==> src/rtl/gpc_pkg.sv <==
// Shared GPC definitions: the 1343_5 count-word format, the accumulator state
// encoding and a width-generic saturating adder.
package gpc_pkg;
  localparam int GPC1343_DST_W = 5;
  localparam int GPC1343_MAX   = 31;
  localparam int SAT_MAX_W     = 32;

  typedef enum logic {ACCUM = 1'b0, DONE = 1'b1} gpc_acc_state_t;

  typedef struct packed {
    logic                 ovf;
    logic [SAT_MAX_W-1:0] sum;
  } sat_res_t;

  // Add two values as w-bit unsigned numbers (w <= SAT_MAX_W), clamping at 2^w-1.
  function automatic sat_res_t sat_add(input logic [SAT_MAX_W-1:0] a,
                                       input logic [SAT_MAX_W-1:0] b,
                                       input int unsigned          w);
    logic [SAT_MAX_W:0] raw;
    logic [SAT_MAX_W:0] lim;
    sat_res_t           res;
    lim = ({{SAT_MAX_W{1'b0}}, 1'b1} << w) - {{SAT_MAX_W{1'b0}}, 1'b1};
    raw = {1'b0, a} + {1'b0, b};
    if (raw > lim) begin
      res.sum = lim[SAT_MAX_W-1:0];
      res.ovf = 1'b1;
    end else begin
      res.sum = raw[SAT_MAX_W-1:0];
      res.ovf = 1'b0;
    end
    return res;
  endfunction
endpackage

==> src/rtl/gpc_sum_accumulator.sv <==
// Per-frame saturating column-sum collector for the GPC 1343_5 count stream.
// One registered result per frame; no input is taken while a result is pending.
module gpc_sum_accumulator
  import gpc_pkg::*;
#(
  parameter int ACC_W = 16,
  parameter int CNT_W = 8
) (
  input  logic                     clk,
  input  logic                     rst_n,
  input  logic                     in_valid,
  output logic                     in_ready,
  input  logic [GPC1343_DST_W-1:0] in_data,
  input  logic                     in_last,
  input  logic                     flush,
  output logic                     out_valid,
  input  logic                     out_ready,
  output logic [ACC_W-1:0]         out_sum,
  output logic [CNT_W-1:0]         out_count,
  output logic                     out_ovf
);

  gpc_acc_state_t state_q, state_d;
  logic [ACC_W-1:0] acc_q, acc_d, out_sum_q, out_sum_d;
  logic [CNT_W-1:0] cnt_q, cnt_d, out_count_q, out_count_d;
  logic             ovf_q, ovf_d, out_ovf_q, out_ovf_d;

  sat_res_t         acc_res, cnt_res;
  logic [ACC_W-1:0] acc_nxt;
  logic [CNT_W-1:0] cnt_nxt;
  logic             ovf_nxt;

  always_ff @(posedge clk) begin
    if (!rst_n) begin
      state_q     <= ACCUM;
      acc_q       <= '0;
      cnt_q       <= '0;
      ovf_q       <= 1'b0;
      out_sum_q   <= '0;
      out_count_q <= '0;
      out_ovf_q   <= 1'b0;
    end else begin
      state_q     <= state_d;
      acc_q       <= acc_d;
      cnt_q       <= cnt_d;
      ovf_q       <= ovf_d;
      out_sum_q   <= out_sum_d;
      out_count_q <= out_count_d;
      out_ovf_q   <= out_ovf_d;
    end
  end

  always_comb begin
    acc_res = sat_add(SAT_MAX_W'(acc_q), SAT_MAX_W'(in_data), ACC_W);
    cnt_res = sat_add(SAT_MAX_W'(cnt_q), SAT_MAX_W'(1), CNT_W);
    acc_nxt = ACC_W'(acc_res.sum);
    cnt_nxt = CNT_W'(cnt_res.sum);
    ovf_nxt = ovf_q | acc_res.ovf | cnt_res.ovf;
  end

  // Next-state logic.
  always_comb begin
    state_d = state_q;
    case (state_q)
      ACCUM:   if (!flush && in_valid && in_last) state_d = DONE;
      DONE:    if (out_ready) state_d = ACCUM;
      default: state_d = ACCUM;
    endcase
  end

  // Datapath updates; flush only acts while accumulating.
  always_comb begin
    acc_d       = acc_q;
    cnt_d       = cnt_q;
    ovf_d       = ovf_q;
    out_sum_d   = out_sum_q;
    out_count_d = out_count_q;
    out_ovf_d   = out_ovf_q;
    if (state_q == ACCUM) begin
      if (flush) begin
        acc_d = '0;
        cnt_d = '0;
        ovf_d = 1'b0;
      end else if (in_valid) begin
        if (in_last) begin
          out_sum_d   = acc_nxt;
          out_count_d = cnt_nxt;
          out_ovf_d   = ovf_nxt;
          acc_d       = '0;
          cnt_d       = '0;
          ovf_d       = 1'b0;
        end else begin
          acc_d = acc_nxt;
          cnt_d = cnt_nxt;
          ovf_d = ovf_nxt;
        end
      end
    end
  end

  // Handshake outputs are pure decodes of the state register.
  always_comb begin
    in_ready  = (state_q == ACCUM);
    out_valid = (state_q == DONE);
    out_sum   = out_sum_q;
    out_count = out_count_q;
    out_ovf   = out_ovf_q;
  end

endmodule

==> config.mk <==
export PLATFORM = sky130hd
export DESIGN_NAME = gpc_sum_accumulator
export DESIGN_NICKNAME = d
export VERILOG_FILES = /design/src/rtl/gpc_pkg.sv /design/src/rtl/gpc_sum_accumulator.sv
export SDC_FILE = /design/constraint.sdc
export NUM_CORES = 1
export LEC_CHECK = 0
export CORE_UTILIZATION = 50
export CTS_CLUSTER_DIAMETER = 100
export DETAILED_ROUTE_END_ITERATION = 8
export PLACE_DENSITY = 0.8
export SYNTH_ARGS = -nofsm -noshare
export SYNTH_HDL_FRONTEND = slang
export SYNTH_SLANG_ARGS = --single-unit
export TNS_END_PERCENT = 20
==> constraint.sdc <==
create_clock -name clk -period 3 [get_ports clk]
set_clock_uncertainty 0.05 [all_clocks]
set_input_delay 0.6 -clock clk [delete_from_list [all_inputs] [get_ports clk]]
set_output_delay 0.6 -clock clk [all_outputs]
set_load 0.01 [all_outputs]
==> results of run 1 <==
[synthesized netlist by cell type (2+ instances only)]
| library cell | instances | area (sq um) |
|---|---|---|
| a211oi_1 | 2 | 15.0 |
| a21boi_0 | 5 | 37.5 |
| a21boi_1 | 2 | 15.0 |
| a21o_1 | 5 | 37.5 |
| a21oi_1 | 27 | 135 |
| a22o_1 | 2 | 17.5 |
| a31oi_1 | 6 | 37.5 |
| and2_1 | 5 | 31.3 |
| and3_1 | 7 | 43.8 |
| buf_2 | 4 | 20.0 |
| buf_6 | 2 | 22.5 |
| clkbuf_1 | 16 | 60.1 |
| dfxtp_1 | 51 | 1020 |
| ha_1 | 7 | 87.6 |
| inv_1 | 10 | 37.5 |
| nand2_1 | 27 | 101 |
| nand3_1 | 13 | 65.1 |
| nand3b_1 | 2 | 15.0 |
| nand4_1 | 3 | 18.8 |
| nor2_1 | 23 | 86.3 |
| nor2b_1 | 2 | 12.5 |
| nor3_1 | 10 | 50.1 |
| nor3b_1 | 3 | 22.5 |
| nor4_1 | 2 | 12.5 |
| o2111ai_1 | 3 | 26.3 |
| o211a_1 | 4 | 40.0 |
| o21a_1 | 7 | 52.6 |
| o21ai_0 | 40 | 200 |
| o21ai_1 | 2 | 10.0 |
| o2bb2ai_1 | 3 | 26.3 |
| o31a_1 | 3 | 26.3 |
| o31ai_1 | 2 | 15.0 |
| xnor2_1 | 5 | 43.8 |
| xor2_1 | 5 | 43.8 |
[report_power, final]
part,internal [uW],switching (uW),total [uW]
Combinational,68.4,74.2,143
Clock,270,235,506
Sequential,692,8.95,701
[area by class of cell]
cell class	count	area [sq um]	share of cell area, %
Multi-Input combinational cell	246	1550	47.2
Sequential cell	51	1020	31.2
Timing Repair Buffer	48	465	14.2
Tap cell	70	87.6	2.67
Clock buffer	6	82.6	2.52
Inverter	10	37.5	1.15
Clock inverter	2	35.0	1.07
[per-layer routing]
metal  up-vias  GRT usage [%]  wire, microns
met2        68           41.3           3080
met3         6           5.56            298
met1      1189           31.2           2920
li1       1273              -              -
met4         0           5.14             47
met5         -              0              0
[worst register-to-register path, cell delays in order (launching register included)]
cell     delay, ps
dfxtp_1        340
ha_1           340
o21ai_0        100
o21ai_0        580
nand3_1        380
o41ai_1        330
a21oi_1        120
[worst max-delay path by stage]
stage	to	cells after the start	from	slack, ps
final	acc_q[15]$_SDFFE_PN0P_	7	in_data[2]	260
after detailed placement	acc_q[15]$_SDFFE_PN0P_	7	in_data[3]	-3
after global placement	acc_q[9]$_SDFFE_PN0P_	9	in_data[0]	60
after global routing	acc_q[15]$_SDFFE_PN0P_	7	in_data[2]	30
after floorplan	acc_q[9]$_SDFFE_PN0P_	8	in_data[0]	550
after CTS	out_sum[14]$_SDFFE_PN0P_	10	in_data[0]	310
[state kept, by name, indices dropped and copies added, names as in the netlist]
signal / count
out_valid: 1
cnt_q: 8
out_count: 8
out_ovf: 1
acc_q: 16
out_sum: 16
ovf_q: 1
[stage by stage]
step	TNS (ps)	instance area, sq um	hold WS (ps)	cells	worst slack [ps]
finish	0	3280	417	433	263
global route	0	3280	433	433	32.8
CTS	0	3280	420	433	314
detailed placement	-2.79	3160	406	425	-2.79
global placement	0	3160	396	425	56.0
floorplan	0	2710	379	329	552
[cell families (layout without fill, tap and decap cells)]
family | count (synthesis) | after routing | synth area share [%]
flops | 51 | 51 | 37.7
simple gates | 105 | 105 | 20.3
mux | 1 | 1 | 0.370
buf+inv | 32 | 66 | 5.17
compound gates | 122 | 122 | 29.2
fa+ha+maj | 8 | 8 | 3.97
xor+xnor | 10 | 10 | 3.23
==> impl_metrics.ini, run 1 <==
[run_status]
status = completed

[yosys]
netlist_area_sq_um = 2710
synth-seq-cells = 51
synth_cell_types = 53
syn_avg_cell_area_sq_um = 8.23
synth_nets = 348
syn_inst = 329
synth_edf_count = 0
ys_seq_area_share_pct = 37.7
yosysWarnings = 0
synth_ff_type = dfxtp_1
async_flop_share_pct = 0

[timing]
hold_violations = 0
rsz0062_at_grt = false
setup_viol = 0
worst-slew-pin-transition_ps = 713
post-route-period-util_pct = 91.2
relSlewSlack_pct = 52.0
period_needed_ps = 2740
maxSlewViolCount = 0
fmax_mhz = 365

[global_routing]
grt_pass1_vias = 2283
antenna_found_initial = 0
gr-total-overflow = 0
track_usage_pct = 24.1
grt_max_degree = 34
grt_first_pass_wirelength_microns = 10600

[critical_path]
slowest_stage = o21ai_0
max_stage_delay_ps = 580
path_delay_family = compound AO/OA/AOI/OAI gates
timing.rr.start = acc_q[3]$_SDFFE_PN0P_
endpoint_kind = flip-flop
reg2reg_slack_ps = 660
path_cells = clkdlybuf4s50_1, ha_1, o21ai_0, o21ai_0, nand3_1, o41ai_1, a21oi_1
crit_path_start_kind = input pin
required_ps = 3140
reg2reg_to = acc_q[15]$_SDFFE_PN0P_
critical_path_class = in -> reg
r2r_cells = 6
arrival_ps = 2870
timing.critical_path.buf_inv = 1
cpMostUsedCell = o21ai_0
cp_max_fo = 8

[placed_design]
dpl.hpwl_microns = 4380
portBuffers = 37
gp_congestion = 0.853

[clock_tree]
worst_setup_hold_path_clk_slew_ps = 100
clkLatencyLatePin_ps = 310
post_cts_resized = 0
clockBufferDepth = 2
cts_buffers = 5
hold_buffers = 0
cts_tree = built
cts_sinks = 51
post_cts_buffers = 0
root_buffer = clkbuf_8
h-tree-depth = 2

[final_layout]
final_common_cell = dfxtp_1
synthToLayoutAreaGrowth_pct = 21.0
post-route-util_pct = 63.4
antenna_cells = 0
layout_common_cells = dfxtp_1 (51), o21ai_0 (40), clkdlybuf4s50_1 (37), nand2_1 (27), a21oi_1 (27)
nets = 381
n_fill_cell = 448
drive_gt1_share_pct = 6.89

[route]
dr.pass1.iters = 5
drc = 0
vias_per_cell = 5.86
antenna_left = 0
drtIter0Drc = 162
num_vias = 2536
finalWirelength_microns = 6350
wl_per_cell_microns = 14.7

[floorplan]
die_w_microns = 75.6
coreArea_sq_um = 5170
die_area_sq_um = 5720
start_util_pct = 52.4
fp.dieH_microns = 75.6
rows = 26
top_level_ports = 38

[min_path]
min_from = out_count[6]$_SDFFE_PN0P_
hold_depth = 2
hp-class = reg -> reg
holdPathEnd = out_count[6]$_SDFFE_PN0P_

[power_and_ir_drop]
power.leakage_uw = 0.00121
vdd_drop_max_uv = 307
power.density_nw_per_um2 = 412
power.total_uw = 1350

[flow_run]
maxCapViolCount = 0
No activity file was read; power rests on OpenSTA's default activity.
==> inputs of run 2 (changes only) <==
Settings changed: CORE_ASPECT_RATIO set to 1.1, SETUP_SLACK_MARGIN set to 0.15.
==> impl_metrics.ini, run 2 (synthesized netlist as in run 1, its figures left out) <==
[clock_tree]
hold_buffers = 0
clockBufferDepth = 2
h-tree-depth = 2
root_buffer = clkbuf_8
cts_buffers = 5
cts_tree = built
worst_setup_hold_path_clk_slew_ps = 90
cts_sinks = 51
post_cts_buffers = 0
clkLatencyLatePin_ps = 310
post_cts_resized = 0

[global_routing]
grt_max_degree = 41
antenna_found_initial = 0
gr-total-overflow = 0
track_usage_pct = 24.4
grt_pass1_vias = 2337
grt_first_pass_wirelength_microns = 10900

[route]
vias_per_cell = 5.90
finalWirelength_microns = 6540
wl_per_cell_microns = 15.1
drtIter0Drc = 197
drc = 0
antenna_left = 0
num_vias = 2561
dr.pass1.iters = 5

[floorplan]
rows = 27
coreArea_sq_um = 5100
die_area_sq_um = 5720
top_level_ports = 38
die_w_microns = 72.2
start_util_pct = 53.1
fp.dieH_microns = 79.2

[placed_design]
portBuffers = 37
gp_congestion = 0.872
dpl.hpwl_microns = 4660
place_area_sq_um = 3140
dp_cells = 426

[final_layout]
final_area_sq_um = 3270
antenna_cells = 0
layout_common_cells = dfxtp_1 (51), o21ai_0 (39), clkdlybuf4s50_1 (37), nand2_1 (27), a21oi_1 (27)
nets = 380
fin_cells = 434
post-route-util_pct = 64.2
synthToLayoutAreaGrowth_pct = 20.9
drive_gt1_share_pct = 6.35
final_common_cell = dfxtp_1

[timing]
setup_viol = 0
worst-slew-pin-transition_ps = 564
hold_violations = 0
period_needed_ps = 2710
maxSlewViolCount = 0
relSlewSlack_pct = 62.4
rsz0062_at_grt = true
fmax_mhz = 369
post-route-period-util_pct = 90.3

[power_and_ir_drop]
power.density_nw_per_um2 = 429
vdd_drop_max_uv = 233
power.leakage_uw = 0.00121

[critical_path]
arrival_ps = 2890
required_ps = 3180
critical_path_class = in -> reg
cp_max_fo = 6
endpoint_kind = flip-flop
reg2reg_slack_ps = 690
crit_path_start_kind = input pin

[min_path]
hp-class = reg -> reg

[flow_run]
maxCapViolCount = 0

[run_status]
status = completed
==> run 2: cell count changes in the layout (fill, tap and decap cells not counted) <==
cell / delta
clkinv_2: -1
o21ai_1: +1
clkbuf_1: +1
clkbuf_8: -1
bufinv_16: +1
o21ai_0: -1
buf_12: -1
==> run 2: worst paths after layout <==
check	from	endpoint	cells past startpoint
setup / recovery	in_data[0]	acc_q[1]$_SDFFE_PN0P_	10
hold / removal	out_count[6]$_SDFFE_PN0P_	out_count[6]$_SDFFE_PN0P_	2
setup reg to reg	acc_q[0]$_SDFFE_PN0P_	acc_q[1]$_SDFFE_PN0P_	9
hold reg to reg	out_count[6]$_SDFFE_PN0P_	out_count[6]$_SDFFE_PN0P_	2
==> run 2: cell type report <==
| cell class | count | area, sq um |
|---|---|---|
| repair buffers | 47 | 445 |
| multi-input cells | 246 | 1550 |
| fillers | 459 | 1830 |
| clock inverters | 2 | 60.1 |
| flip-flops and latches | 51 | 1020 |
| clock buffers | 6 | 72.6 |
| inverters | 10 | 37.5 |
| well taps | 72 | 90.1 |
==> run 2: through the flow <==
stage	worst slack [ps]	power, uW	setup TNS, ps	hold WS (ps)
floorplan	552	793	0	379
global placement	64.1	858	0	392
finish	290	1410	0	420
global route	52.5	1460	0	450
detailed placement	-86.7	861	-212	414
CTS	234	1410	0	427
==> run 2: routing by layer <==
metal	part of all wire [%]	vias to the layer above	GRT usage (%)
li1	-	1265	-
met1	43	1217	31.0
met2	49	67	41.6
met3	5.7	12	4.19
met4	1.9	0	7.65
met5	0	-	0
==> run 2: critical path, stage by stage <==
cell             delay, ps
clkdlybuf4s50_1        460
ha_1                   210
inv_1                   70
fa_1                   410
nor2b_1                170
o31a_1                 220
o211ai_1               210
buf_4                  230
a21o_1                 170
a21boi_0               150
==> run 2: power by group <==
group	total [uW]	switching (uW)	internal, uW
Sequential	701	9.21	692
Clock	561	227	333
Combinational	144	75.9	68.3
==> inputs of run 3 (changes only) <==
--- a/config.mk
+++ b/config.mk
@@ -12,3 +12,3 @@
 export PLACE_DENSITY = 0.8
-export SETUP_SLACK_MARGIN = 0.15
+export SETUP_SLACK_MARGIN = 0.1
 export SYNTH_ARGS = -nofsm -noshare
--- a/constraint.sdc
+++ b/constraint.sdc
@@ -4,2 +4,2 @@
 set_output_delay 0.6 -clock clk [all_outputs]
-set_load 0.01 [all_outputs]
+set_load 0.02 [all_outputs]
==> results of run 3 <==
Same layout as run 2 (identical final DEF). Status: completed.
Main changes from that run: total power 1410 uW -> 1420 uW; worst IR drop on VDD 233 uV -> 234 uV
